[config.mk]
export PLATFORM = sky130hd
export DESIGN_NAME = rs232c_rx_fifo
export DESIGN_NICKNAME = d
export VERILOG_FILES = /design/src/rtl/rs232c_pkg.sv /design/src/rtl/rx_byte_fifo.sv /design/src/rtl/rs232c_rx_fifo.sv
export SDC_FILE = /design/constraint.sdc
export NUM_CORES = 1
export LEC_CHECK = 0
export CAP_MARGIN = 25
export CORE_MARGIN = 2
export CORE_UTILIZATION = 40
export DETAILED_ROUTE_END_ITERATION = 12
export DONT_BUFFER_PORTS = 1
export GPL_ROUTABILITY_DRIVEN = 0
export HOLD_SLACK_MARGIN = 0.03
export PLACE_DENSITY = 0.57
export REMOVE_ABC_BUFFERS = 1
export SKIP_LAST_GASP = 1
export SLEW_MARGIN = 30
export SYNTH_ARGS = -nofsm -noshare
export SYNTH_HDL_FRONTEND = slang
export SYNTH_HIERARCHICAL = 1
export SYNTH_SLANG_ARGS = --single-unit
[constraint.sdc]
create_clock -name clk -period 4 [get_ports clk]
set_clock_uncertainty 0.05 [all_clocks]
set_input_delay 1 -clock clk [delete_from_list [all_inputs] [get_ports clk]]
set_output_delay 1 -clock clk [all_outputs]
set_load 0.05 [all_outputs]
[src/rtl/rs232c_pkg.sv]
// Shared types and constants for the RS-232C receive path.
package rs232c_pkg;

  // 100 MHz system clock / 115200 baud.
  localparam logic [15:0] DEFAULT_WAIT_COUNT = 16'd868;

  typedef enum logic [2:0] {
    IDLE,
    START,
    DATA,
    PARITY,
    STOP
  } rx_state_e;

endpackage

[src/rtl/rx_byte_fifo.sv]
// First-word-fall-through byte FIFO; a push into a full FIFO is dropped unless a pop frees a slot.
module rx_byte_fifo #(
  parameter int DEPTH_LOG2 = 4
) (
  input  logic       clk,
  input  logic       reset,
  input  logic       push,
  input  logic [7:0] push_data,
  input  logic       pop,
  output logic [7:0] head,
  output logic       empty,
  output logic       full,
  output logic       overflow_pulse
);

  localparam int DEPTH = 1 << DEPTH_LOG2;
  localparam logic [DEPTH_LOG2:0] FULL_COUNT = {1'b1, {DEPTH_LOG2{1'b0}}};

  logic [7:0]            mem [DEPTH];
  logic [DEPTH_LOG2-1:0] wr_ptr_q, rd_ptr_q;
  logic [DEPTH_LOG2:0]   count_q;
  logic                  do_push, do_pop;

  assign empty          = (count_q == '0);
  assign full           = (count_q == FULL_COUNT);
  assign do_pop         = pop && !empty;
  assign do_push        = push && (!full || do_pop);
  assign overflow_pulse = push && full && !do_pop;
  assign head           = empty ? 8'h00 : mem[rd_ptr_q];

  // NOTE: the storage array has no reset; clearing the pointers and count is
  // enough to discard its contents, and keeps the array mappable to plain RAM.
  always_ff @(posedge clk) begin
    if (do_push) mem[wr_ptr_q] <= push_data;
  end

  always_ff @(posedge clk or negedge reset) begin
    if (!reset) begin
      wr_ptr_q <= '0;
      rd_ptr_q <= '0;
      count_q  <= '0;
    end else begin
      if (do_push) wr_ptr_q <= wr_ptr_q + 1'b1;
      if (do_pop)  rd_ptr_q <= rd_ptr_q + 1'b1;
      count_q <= count_q + {{DEPTH_LOG2{1'b0}}, do_push} - {{DEPTH_LOG2{1'b0}}, do_pop};
    end
  end

endmodule

[src/rtl/rs232c_rx_fifo.sv]
// 8N1 serial receiver feeding a FWFT byte FIFO that drives the core's rx port.
// Define RS232C_RX_PARITY_EN to add an even-parity bit and the parity_error output.
module rs232c_rx_fifo
  import rs232c_pkg::*;
#(
  parameter logic [15:0] WAIT_COUNT = DEFAULT_WAIT_COUNT,
  parameter int          DEPTH_LOG2 = 4
) (
  input  logic       clk,
  input  logic       reset,
  input  logic       rx,
  output logic [7:0] received_data,
  output logic       waiting,
  input  logic       pop,
  output logic       overrun,
  output logic       framing_error
`ifdef RS232C_RX_PARITY_EN
  ,
  output logic       parity_error
`endif
);

  localparam logic [15:0] HALF_LAST = WAIT_COUNT / 16'd2 - 16'd1;
  localparam logic [15:0] BIT_LAST  = WAIT_COUNT - 16'd1;

  rx_state_e   state_q, state_d;
  logic [15:0] cnt_q, cnt_d;
  logic [2:0]  bit_idx_q, bit_idx_d;
  logic [7:0]  shift_q, shift_d;
  logic        push_q, push_d;
  logic        sync1_q, sync2_q, prev_q;
  logic        overrun_q, framing_q, framing_set;
  logic        overflow_pulse, fifo_empty, unused_fifo_full;
  logic        rx_s;
`ifdef RS232C_RX_PARITY_EN
  logic        parity_bit_q, parity_bit_d;
  logic        parity_q, parity_set;
`endif

  assign rx_s = sync2_q;

  // NOTE: every signal written here gets a default first, so no path through
  // the case statement can leave one unassigned and infer a latch.
  always_comb begin
    state_d     = state_q;
    cnt_d       = cnt_q + 16'd1;
    bit_idx_d   = bit_idx_q;
    shift_d     = shift_q;
    push_d      = 1'b0;
    framing_set = 1'b0;
`ifdef RS232C_RX_PARITY_EN
    parity_bit_d = parity_bit_q;
    parity_set   = 1'b0;
`endif
    case (state_q)
      IDLE: begin
        cnt_d = '0;
        if (prev_q && !rx_s) state_d = START;
      end
      START: begin
        if (cnt_q == HALF_LAST) begin
          cnt_d     = '0;
          bit_idx_d = '0;
          state_d   = rx_s ? IDLE : DATA;
        end
      end
      DATA: begin
        if (cnt_q == BIT_LAST) begin
          cnt_d            = '0;
          shift_d[bit_idx_q] = rx_s;
          bit_idx_d        = bit_idx_q + 3'd1;
`ifdef RS232C_RX_PARITY_EN
          if (bit_idx_q == 3'd7) state_d = PARITY;
`else
          if (bit_idx_q == 3'd7) state_d = STOP;
`endif
        end
      end
`ifdef RS232C_RX_PARITY_EN
      PARITY: begin
        if (cnt_q == BIT_LAST) begin
          cnt_d        = '0;
          parity_bit_d = rx_s;
          state_d      = STOP;
        end
      end
`endif
      STOP: begin
        if (cnt_q == BIT_LAST) begin
          cnt_d       = '0;
          state_d     = IDLE;
          framing_set = !rx_s;
`ifdef RS232C_RX_PARITY_EN
          parity_set = (parity_bit_q != ^shift_q);
          push_d     = rx_s && !parity_set;
`else
          push_d     = rx_s;
`endif
        end
      end
      default: state_d = IDLE;
    endcase
  end

  // NOTE: state registers use non-blocking assignments so every flop samples
  // the pre-edge values regardless of statement order.
  always_ff @(posedge clk or negedge reset) begin
    if (!reset) begin
      state_q   <= IDLE;
      cnt_q     <= '0;
      bit_idx_q <= '0;
      shift_q   <= '0;
      push_q    <= 1'b0;
      sync1_q   <= 1'b1;
      sync2_q   <= 1'b1;
      prev_q    <= 1'b1;
      overrun_q <= 1'b0;
      framing_q <= 1'b0;
`ifdef RS232C_RX_PARITY_EN
      parity_bit_q <= 1'b0;
      parity_q     <= 1'b0;
`endif
    end else begin
      state_q   <= state_d;
      cnt_q     <= cnt_d;
      bit_idx_q <= bit_idx_d;
      shift_q   <= shift_d;
      push_q    <= push_d;
      sync1_q   <= rx;
      sync2_q   <= sync1_q;
      prev_q    <= sync2_q;
      overrun_q <= overrun_q | overflow_pulse;
      framing_q <= framing_q | framing_set;
`ifdef RS232C_RX_PARITY_EN
      parity_bit_q <= parity_bit_d;
      parity_q     <= parity_q | parity_set;
`endif
    end
  end

  // shift_q holds the byte until the next frame's first data sample, well after push_q.
  rx_byte_fifo #(
    .DEPTH_LOG2(DEPTH_LOG2)
  ) u_fifo (
    .clk           (clk),
    .reset         (reset),
    .push          (push_q),
    .push_data     (shift_q),
    .pop           (pop),
    .head          (received_data),
    .empty         (fifo_empty),
    .full          (unused_fifo_full),
    .overflow_pulse(overflow_pulse)
  );

  assign waiting       = fifo_empty;
  assign overrun       = overrun_q;
  assign framing_error = framing_q;
`ifdef RS232C_RX_PARITY_EN
  assign parity_error  = parity_q;
`endif

endmodule

# Word level (Yosys, flattened, before mapping)
# Memory sizes are Yosys's and may differ from the RTL's.
# Cells that the tools add are included.
# word_totals
ramBits	128
input_bits	4
word_cells	77
reg_bits	49
memories	1
# op_classes
n_mux	23
addsub	6
bitwise	2
n_reduce_logical	18
order_cmp	2
eq_ne	12
# memory_table
name	depth	word_bits	rd	rd_ports_with_merged_regs	write_ports	line	rtl
u_fifo.mem	16	8	1	0	1	rx_byte_fifo.sv:19	logic [7:0] mem [DEPTH];
# op_table
operator	count
case mux 16 bit (3 select lines)	1
2-to-1 mux 16 bit	2
2-to-1 mux 3 bit	7
adder 16 x 1 -> 16 bit, second input constant	1
== test 16 x 10 -> 1 bit, second input constant	1
== test 16 x 9 -> 1 bit, second input constant	1
case mux 3 bit (4 select lines)	1
inequality test 2 bit, second input constant	5
adder 4 x 1 -> 4 bit, second input constant	2
bitwise mux 8 bit	1
2-to-1 mux 8 bit	1
2-to-1 mux 1 bit	7
== test 3 bit, second input constant	2
logical AND 1 bit	6
case mux 3 bit (2 select lines)	1
adder 5 x 1 -> 5 bit	1
== test 5 bit, second input constant	1
zero test 5 bit	1
AND reduction 5 bit	1
subtractor 5 x 1 -> 5 bit	1
zero test 1 bit	4
< comparator 3 x 4 -> 1 bit, second input constant	1
adder 3 x 1 -> 3 bit, second input constant	1
demux 1 bit (select 3 bit)	1
11 further kinds	12

# Longest topological paths before layout
# Gate-level depths: netlist of run 1.
# depth
ltp_word	7
ltp_mapped	13
mapped_depth_nobuf	12

# By module
# Netlist of run 1, hierarchy kept.
# by_module_without_submodules
mod	cells_per_inst	n_inst	area_per_inst_um2
rx_byte_fifo	294	1	5771.8
rs232c_rx_fifo	169	1	1845.5

# Worst setup path before layout of run 1
# Ideal clock, no wire load.
# synth_path
path_kind	reg2out
start	register u_fifo.rd_ptr_q[1]
end	output port received_data[4]
path_slack_ns	0.615
arrival_time_ns	2.335
stages_incl_launch_ff	7
path_buffers	2
path_cell_list	dfrtp_1 -> buf_6 -> buf_12 -> mux4_2 -> nor2b_1 -> a211oi_1 -> a211oi_1
# synth_via
elab_chain_cells	2
# synth_rtl
item	line	rtl
start, declared	rx_byte_fifo.sv:20	logic [DEPTH_LOG2-1:0] wr_ptr_q, rd_ptr_q;
start signal, assigned	rx_byte_fifo.sv:44	if (do_pop) rd_ptr_q <= rd_ptr_q + 1'b1;
memory (16 x 8 bit)	--	
2-to-1 mux 8 bit	rx_byte_fifo.sv:29	assign head = empty ? 8'h00 : mem[rd_ptr_q];
end, declared	rs232c_rx_fifo.sv:12	output logic [7:0] received_data,
# Every way passes these cells.

# Worst setup path in the final report of run 1
# layout_path
start	register u_fifo.rd_ptr_q[3]
end	output port received_data[2]
# The elaborated chain is that of the path after synthesis.

==> results of run 1 <==
[layout make-up]
| cell class | count | area, um2 |
|---|---|---|
| well taps | 234 | 293 |
| inverters | 11 | 41.3 |
| clock buffers | 21 | 450 |
| fillers | 1609 | 10100 |
| clock inverters | 11 | 186 |
| multi-input cells | 247 | 2400 |
| repair buffers | 15 | 113 |
| flip-flops and latches | 177 | 5070 |
[through the flow]
step	util, %	setup slack (ns)	area [um2]	power (mW)	hold slack [ns]
final	45.7	0.465	8560	4.92	0.222
after global routing	45.7	0.313	8560	5.15	0.189
after CTS	45.7	0.438	8550	4.98	0.203
after detailed placement	42.3	0.898	7920	3.19	0.300
after global placement	42.3	0.938	7920	3.17	0.298
after floorplan	-	-0.863	7450	2.88	0.295
[path summary, 6_finish.rpt]
| kind | to | slack (ns) |
|---|---|---|
| worst max-delay path | received_data[2] | 0.47 |
| worst min-delay path | state_q[2] | 0.22 |
| worst max register to register | u_fifo/count_q[4] | 1.15 |
| worst min register to register | rx_s | 0.31 |
| max in group asynchronous | prev_q | 3.50 |
| min in group clk | rx_s | 0.31 |
[critical path: stages, from the launching register on]
cell      delay, ns
dfrtp_1        0.70
buf_4          0.32
mux4_1         0.31
nor2b_1        0.15
a211oi_1       0.28
a211oi_2       0.08
buf_4          0.23
[power breakdown]
part,total (mW),switching (mW),internal (mW)
sequential,2.17,0.140,2.03
clock,1.79,0.663,1.12
combinational,0.970,0.565,0.405
[state kept, by name (all words and copies together) (netlist names)]
| name | flops |
|---|---|
| u_fifo/mem | 128 |
| cnt_q | 16 |
| shift_q | 8 |
| u_fifo/count_q | 5 |
| u_fifo/rd_ptr_q | 4 |
| u_fifo/wr_ptr_q | 4 |
| bit_idx_q | 3 |
| state_q | 3 |
| framing_error | 1 |
| overrun | 1 |
| prev_q | 1 |
| push_q | 1 |
| rx_s | 1 |
| sync1_q | 1 |
[layer usage]
metal  share of wire [%]  wire length, um  up-vias  global-route usage (%)
met5                   0                0        -                       0
met4                 1.4              200        0                    5.11
met3                 3.7              519       16                    3.50
met2                  50             7120       77                    25.4
met1                  44             6280     2065                    20.1
li1                    -                -     1804                       -
==> results.sh, run 1 <==
export IMPL_outcome="finished, final reports clean"
export IMPL_clock_fmax_mhz=283
export IMPL_grt_pass1_wl_mm=23.2
export IMPL_cts_htree_levels=4
export IMPL_cp_max_fo=12
export IMPL_layout_cells_most_common="edfxtp_1"
export IMPL_hold_viol_final=0
export IMPL_cts_setup_buffers=0
export IMPL_slew_violations=0
export IMPL_drt_iter0_markers=221
export IMPL_layout_common_cells="128 x edfxtp_1, 46 x dfrtp_1, 20 x nand2_1, 20 x nor2_1, 20 x mux4_2"
export IMPL_avgSynthCellArea_um2=16.5
export IMPL_initial_utilization_pct=40.7
export IMPL_cp_data_required_time_ns=2.95
export IMPL_antennaDiodeCount=0
export IMPL_crit_type="flip-flop to output pin"
export IMPL_num_rows=50
export IMPL_r2r_start="u_fifo/count_q[3]"
export IMPL_end_kind="output pin"
export IMPL_wire_per_inst_um=19.7
export IMPL_antenna_found_initial=0
export IMPL_max_slew_margin_rel_pct=33.1
export IMPL_syn_area_um2=7610
export IMPL_dp_cells=684
export IMPL_drtAntennaViolNets=0
export IMPL_clockBufferDepth=2
export IMPL_numCtsBuffers=17
export IMPL_core_um2=18700
export IMPL_cts_clk_slew_worst_paths_ns=0.06
export IMPL_clock_latency_ns=0.42
export IMPL_drv_cap=0
export IMPL_post_cts_resized=0
export IMPL_ys_warn_count=6
export IMPL_syn_instance_count=462
export IMPL_routed_wirelength_mm=14.1
export IMPL_period_share_pct=88.4
export IMPL_fin_cells=716
export IMPL_die_h_um=142
export IMPL_area_delta_synth_final_pct=12.4
export IMPL_grt_ovfl_total=0
export IMPL_cp_startpoint="u_fifo/rd_ptr_q[3]"
export IMPL_tightest_slew_ns=0.999
export IMPL_postCtsHoldBufs=0
export IMPL_dr_pass1_iters=6
export IMPL_setup_tns_ns=0
export IMPL_cts_root_buf="clkbuf_16"
export IMPL_startpoint_type="flip-flop"
export IMPL_crit_arrival_ns=2.48
export IMPL_nets=488
export IMPL_cts_sinks=177
export IMPL_grt_pass1_vias=4092
export IMPL_track_usage_pct=15.3
export IMPL_drc=0
export IMPL_cts_tree="built"
export IMPL_ff2ff_path_depth=13
export IMPL_grt_max_degree=50
export IMPL_vias_per_cell=5.53
export IMPL_rsz0062_at_grt="false"
export IMPL_setup_violations=0
export IMPL_p_leak_nw=3.40
export IMPL_ios=15
export IMPL_hold_path_class="primary input to asynchronous set/reset pin"
export IMPL_period_needed_ns=3.53
export IMPL_numPortBuffers=0
export IMPL_dieArea_um2=20200
export IMPL_dieWidth_um=142
export IMPL_hpwlAfterDp_mm=9.20
export IMPL_ir_worst_vdd_mv=0.306
export IMPL_power_density_nw_per_um2=575
export IMPL_via_count=3962
export IMPL_drive_gt1_share_pct=18.7
No activity file was read; power rests on OpenSTA's default activity.
==> inputs of run 2 (changes only) <==
--- a/config.mk
+++ b/config.mk
@@ -7,14 +7,13 @@
 export LEC_CHECK = 0
 export CAP_MARGIN = 25
 export CORE_MARGIN = 2
-export CORE_UTILIZATION = 40
+export CORE_UTILIZATION = 30
 export DETAILED_ROUTE_END_ITERATION = 12
 export DONT_BUFFER_PORTS = 1
 export GPL_ROUTABILITY_DRIVEN = 0
 export HOLD_SLACK_MARGIN = 0.03
-export PLACE_DENSITY = 0.57
+export PLACE_DENSITY = 0.47
 export REMOVE_ABC_BUFFERS = 1
-export SKIP_LAST_GASP = 1
 export SLEW_MARGIN = 30
 export SYNTH_ARGS = -nofsm -noshare
 export SYNTH_HDL_FRONTEND = slang
==> run 2 against run 1 <==
Against the previous run:
- routed wire length grew 5.0%
- fmax is 7.7% lower
- non-clock buffer count up 3
- critical path type unchanged
- sequential power hardly changed
- worst setup slack worse by 0.29 ns
- global-route usage decreased by 3.2 points
- first-iteration DRC count is 13% higher
- via count decreased by 0.61%
- core utilization down 11 points
- largest cell class unchanged
- clock power is 9% lower
- combinational power decreased by 0.9%
- worst hold slack worse by 0.014 ns
==> results.sh, run 2 (same netlist as run 1, synthesis figures left out) <==
export IMPL_outcome="finished, final reports clean"
export IMPL_ff2ff_path_depth=13
export IMPL_hold_path_class="primary input to asynchronous set/reset pin"
export IMPL_busiest_layer="met2"
export IMPL_fin_util_pct=34.5
export IMPL_routed_wirelength_mm=14.8
export IMPL_crit_type="flip-flop to output pin"
export IMPL_drc=0
export IMPL_drv_cap=0
export IMPL_path_buf_inv=2
export IMPL_setup_violations=0
export IMPL_reg2reg_to="u_fifo/count_q[4]"
export IMPL_clockBufferDepth=2
export IMPL_cts_tree="built"
export IMPL_cpLargestDelayFamily="flip-flops"
export IMPL_core_um2=25000
export IMPL_r2r_start="u_fifo/count_q[2]"
export IMPL_via_count=3938
export IMPL_drtAntennaViolNets=0
export IMPL_numCtsBuffers=17
export IMPL_drt_iter0_markers=250
export IMPL_slowest_delay_ns=0.84
export IMPL_crit_chain="buf_12, mux4_1, a211oi_1, a211oi_2, buf_4"
export IMPL_dieWidth_um=163
export IMPL_met2_usage_pct=19.5
export IMPL_dieArea_um2=26700
export IMPL_num_rows=58
export IMPL_slew_violations=0
export IMPL_ios=15
export IMPL_ir_worst_vdd_mv=0.326
export IMPL_period_share_pct=95.7
export IMPL_grt_ovfl_total=0
export IMPL_top_regs="u_fifo/mem (128), cnt_q (16), shift_q (8)"
export IMPL_hold_viol_final=0
export IMPL_cts_root_buf="clkbuf_16"
export IMPL_period_needed_ns=3.83
export IMPL_largest_register_ffs=128
export IMPL_endpoint="received_data[3]"
export IMPL_use_met3_pct=3.50
export IMPL_grt_pass1_vias=4074
export IMPL_p_leak_nw=3.39
export IMPL_layout_cells_most_common="edfxtp_1"
export IMPL_cts_setup_buffers=0
export IMPL_cp_startpoint="u_fifo/rd_ptr_q[1]"
export IMPL_grt_max_degree=50
export IMPL_startpoint_type="flip-flop"
export IMPL_vias_per_cell=4.83
export IMPL_power_density_nw_per_um2=553
export IMPL_cp_max_fo=19
export IMPL_max_slew_margin_rel_pct=38.9
export IMPL_cp_depth=5
export IMPL_cts_clk_slew_worst_paths_ns=0.07
export IMPL_hpwlAfterDp_mm=9.73
export IMPL_met1_usage_pct=16.1
export IMPL_fin_cells=815
export IMPL_clock_fmax_mhz=261
export IMPL_dr_pass1_iters=4
export IMPL_die_h_um=163
export IMPL_regMostFlops="u_fifo/mem"
export IMPL_dp_cells=783
export IMPL_tightest_slew_ns=0.913
export IMPL_initial_utilization_pct=30.4
export IMPL_grt_pass1_wl_mm=24.0
export IMPL_ff_latch_area_um2=5070
export IMPL_wire_per_inst_um=18.2
export IMPL_rsz0062_at_grt="false"
export IMPL_nets=491
export IMPL_cp_data_required_time_ns=2.95
export IMPL_end_kind="output pin"
export IMPL_post_cts_resized=0
export IMPL_layout_common_cells="128 x edfxtp_1, 46 x dfrtp_1, 21 x nor2_1, 20 x nand2_1, 20 x mux4_2"
export IMPL_drive_gt1_share_pct=18.8
export IMPL_postCtsHoldBufs=0
export IMPL_multi_input_area_um2=2380
export IMPL_antenna_found_initial=0
export IMPL_area_delta_synth_final_pct=13.6
export IMPL_fillers=2373
export IMPL_cts_htree_levels=4
export IMPL_antennaDiodeCount=0
export IMPL_cts_sinks=177
export IMPL_r2r_slack_ns=1.21
export IMPL_crit_arrival_ns=2.78
export IMPL_critPathSlowestCell="dfrtp_1"
export IMPL_numPortBuffers=0
export IMPL_clock_latency_ns=0.43
export IMPL_track_usage_pct=12.2
-- run 2: changes by cell type in the layout (fill, tap and decap cells not counted), moves of 2 or more --
cell       previous run  this run
buf_4                15        17
bufinv_16             5         0
clkbuf_1              3         1
clkinv_2              4         0
clkinv_4              1         3
clkinv_8              0         3
inv_6                 0         2
inv_8                 0         6
nor3_1               10        13
nor3_2                3         0
-- run 2: cell type report --
class	instances	area share [%]
Timing Repair Buffer	18	1.71
Inverter	11	0.478
Sequential cell	177	58.7
Multi-Input combinational cell	247	27.5
Tap cell	330	4.78
Clock buffer	18	4.96
Clock inverter	14	1.85
-- run 2: worst register-to-register path, stage by stage (launching register included) --
cell      delay (ns)
dfrtp_1         0.39
inv_1           0.08
ha_1            0.16
nor4b_2         0.19
buf_4           0.35
nor2b_1         0.17
nand2b_1        0.17
nand2_1         0.07
ha_1            0.21
fa_1            0.41
a21oi_1         0.16
nor2_1          0.05
nor2_1          0.11
xnor2_1         0.12
-- run 2: metal layers --
layer	routed length (um)	share of wire (%)	up-vias
met2	7270	49	45
met3	469	3.2	10
met1	6880	46	2066
li1	-	-	1817
met4	206	1.4	0
met5	0	0	-
-- run 2: power breakdown --
| part | internal [mW] | leakage, nW | switching, mW |
|---|---|---|---|
| combinational | 0.417 | 0.976 | 0.543 |
| clock | 0.842 | 0.289 | 0.782 |
| sequential | 2.03 | 2.12 | 0.173 |
-- run 2: stage by stage --
stage / instance area, um2 / hold WS, ns / TNS, ns / power, mW / setup WS [ns]
after floorplan: 7450 / 0.295 / -8.64 / 2.88 / -0.863
after global placement: 8060 / 0.296 / 0 / 3.19 / 0.706
after detailed placement: 8060 / 0.301 / 0 / 3.22 / 0.649
after CTS: 8650 / 0.186 / 0 / 4.85 / 0.182
after global routing: 8650 / 0.176 / 0 / 5.03 / 0.0594
final: 8650 / 0.208 / 0 / 4.78 / 0.171
-- run 2: worst min path at each step --
stage                 start  endpoint  cells past startpoint
floorplan           sync1_q      rx_s                      0
global placement    sync1_q      rx_s                      0
detailed placement  sync1_q      rx_s                      0
CTS                   reset   overrun                      0
global route          reset  cnt_q[2]                      0
finish                reset   overrun                      0
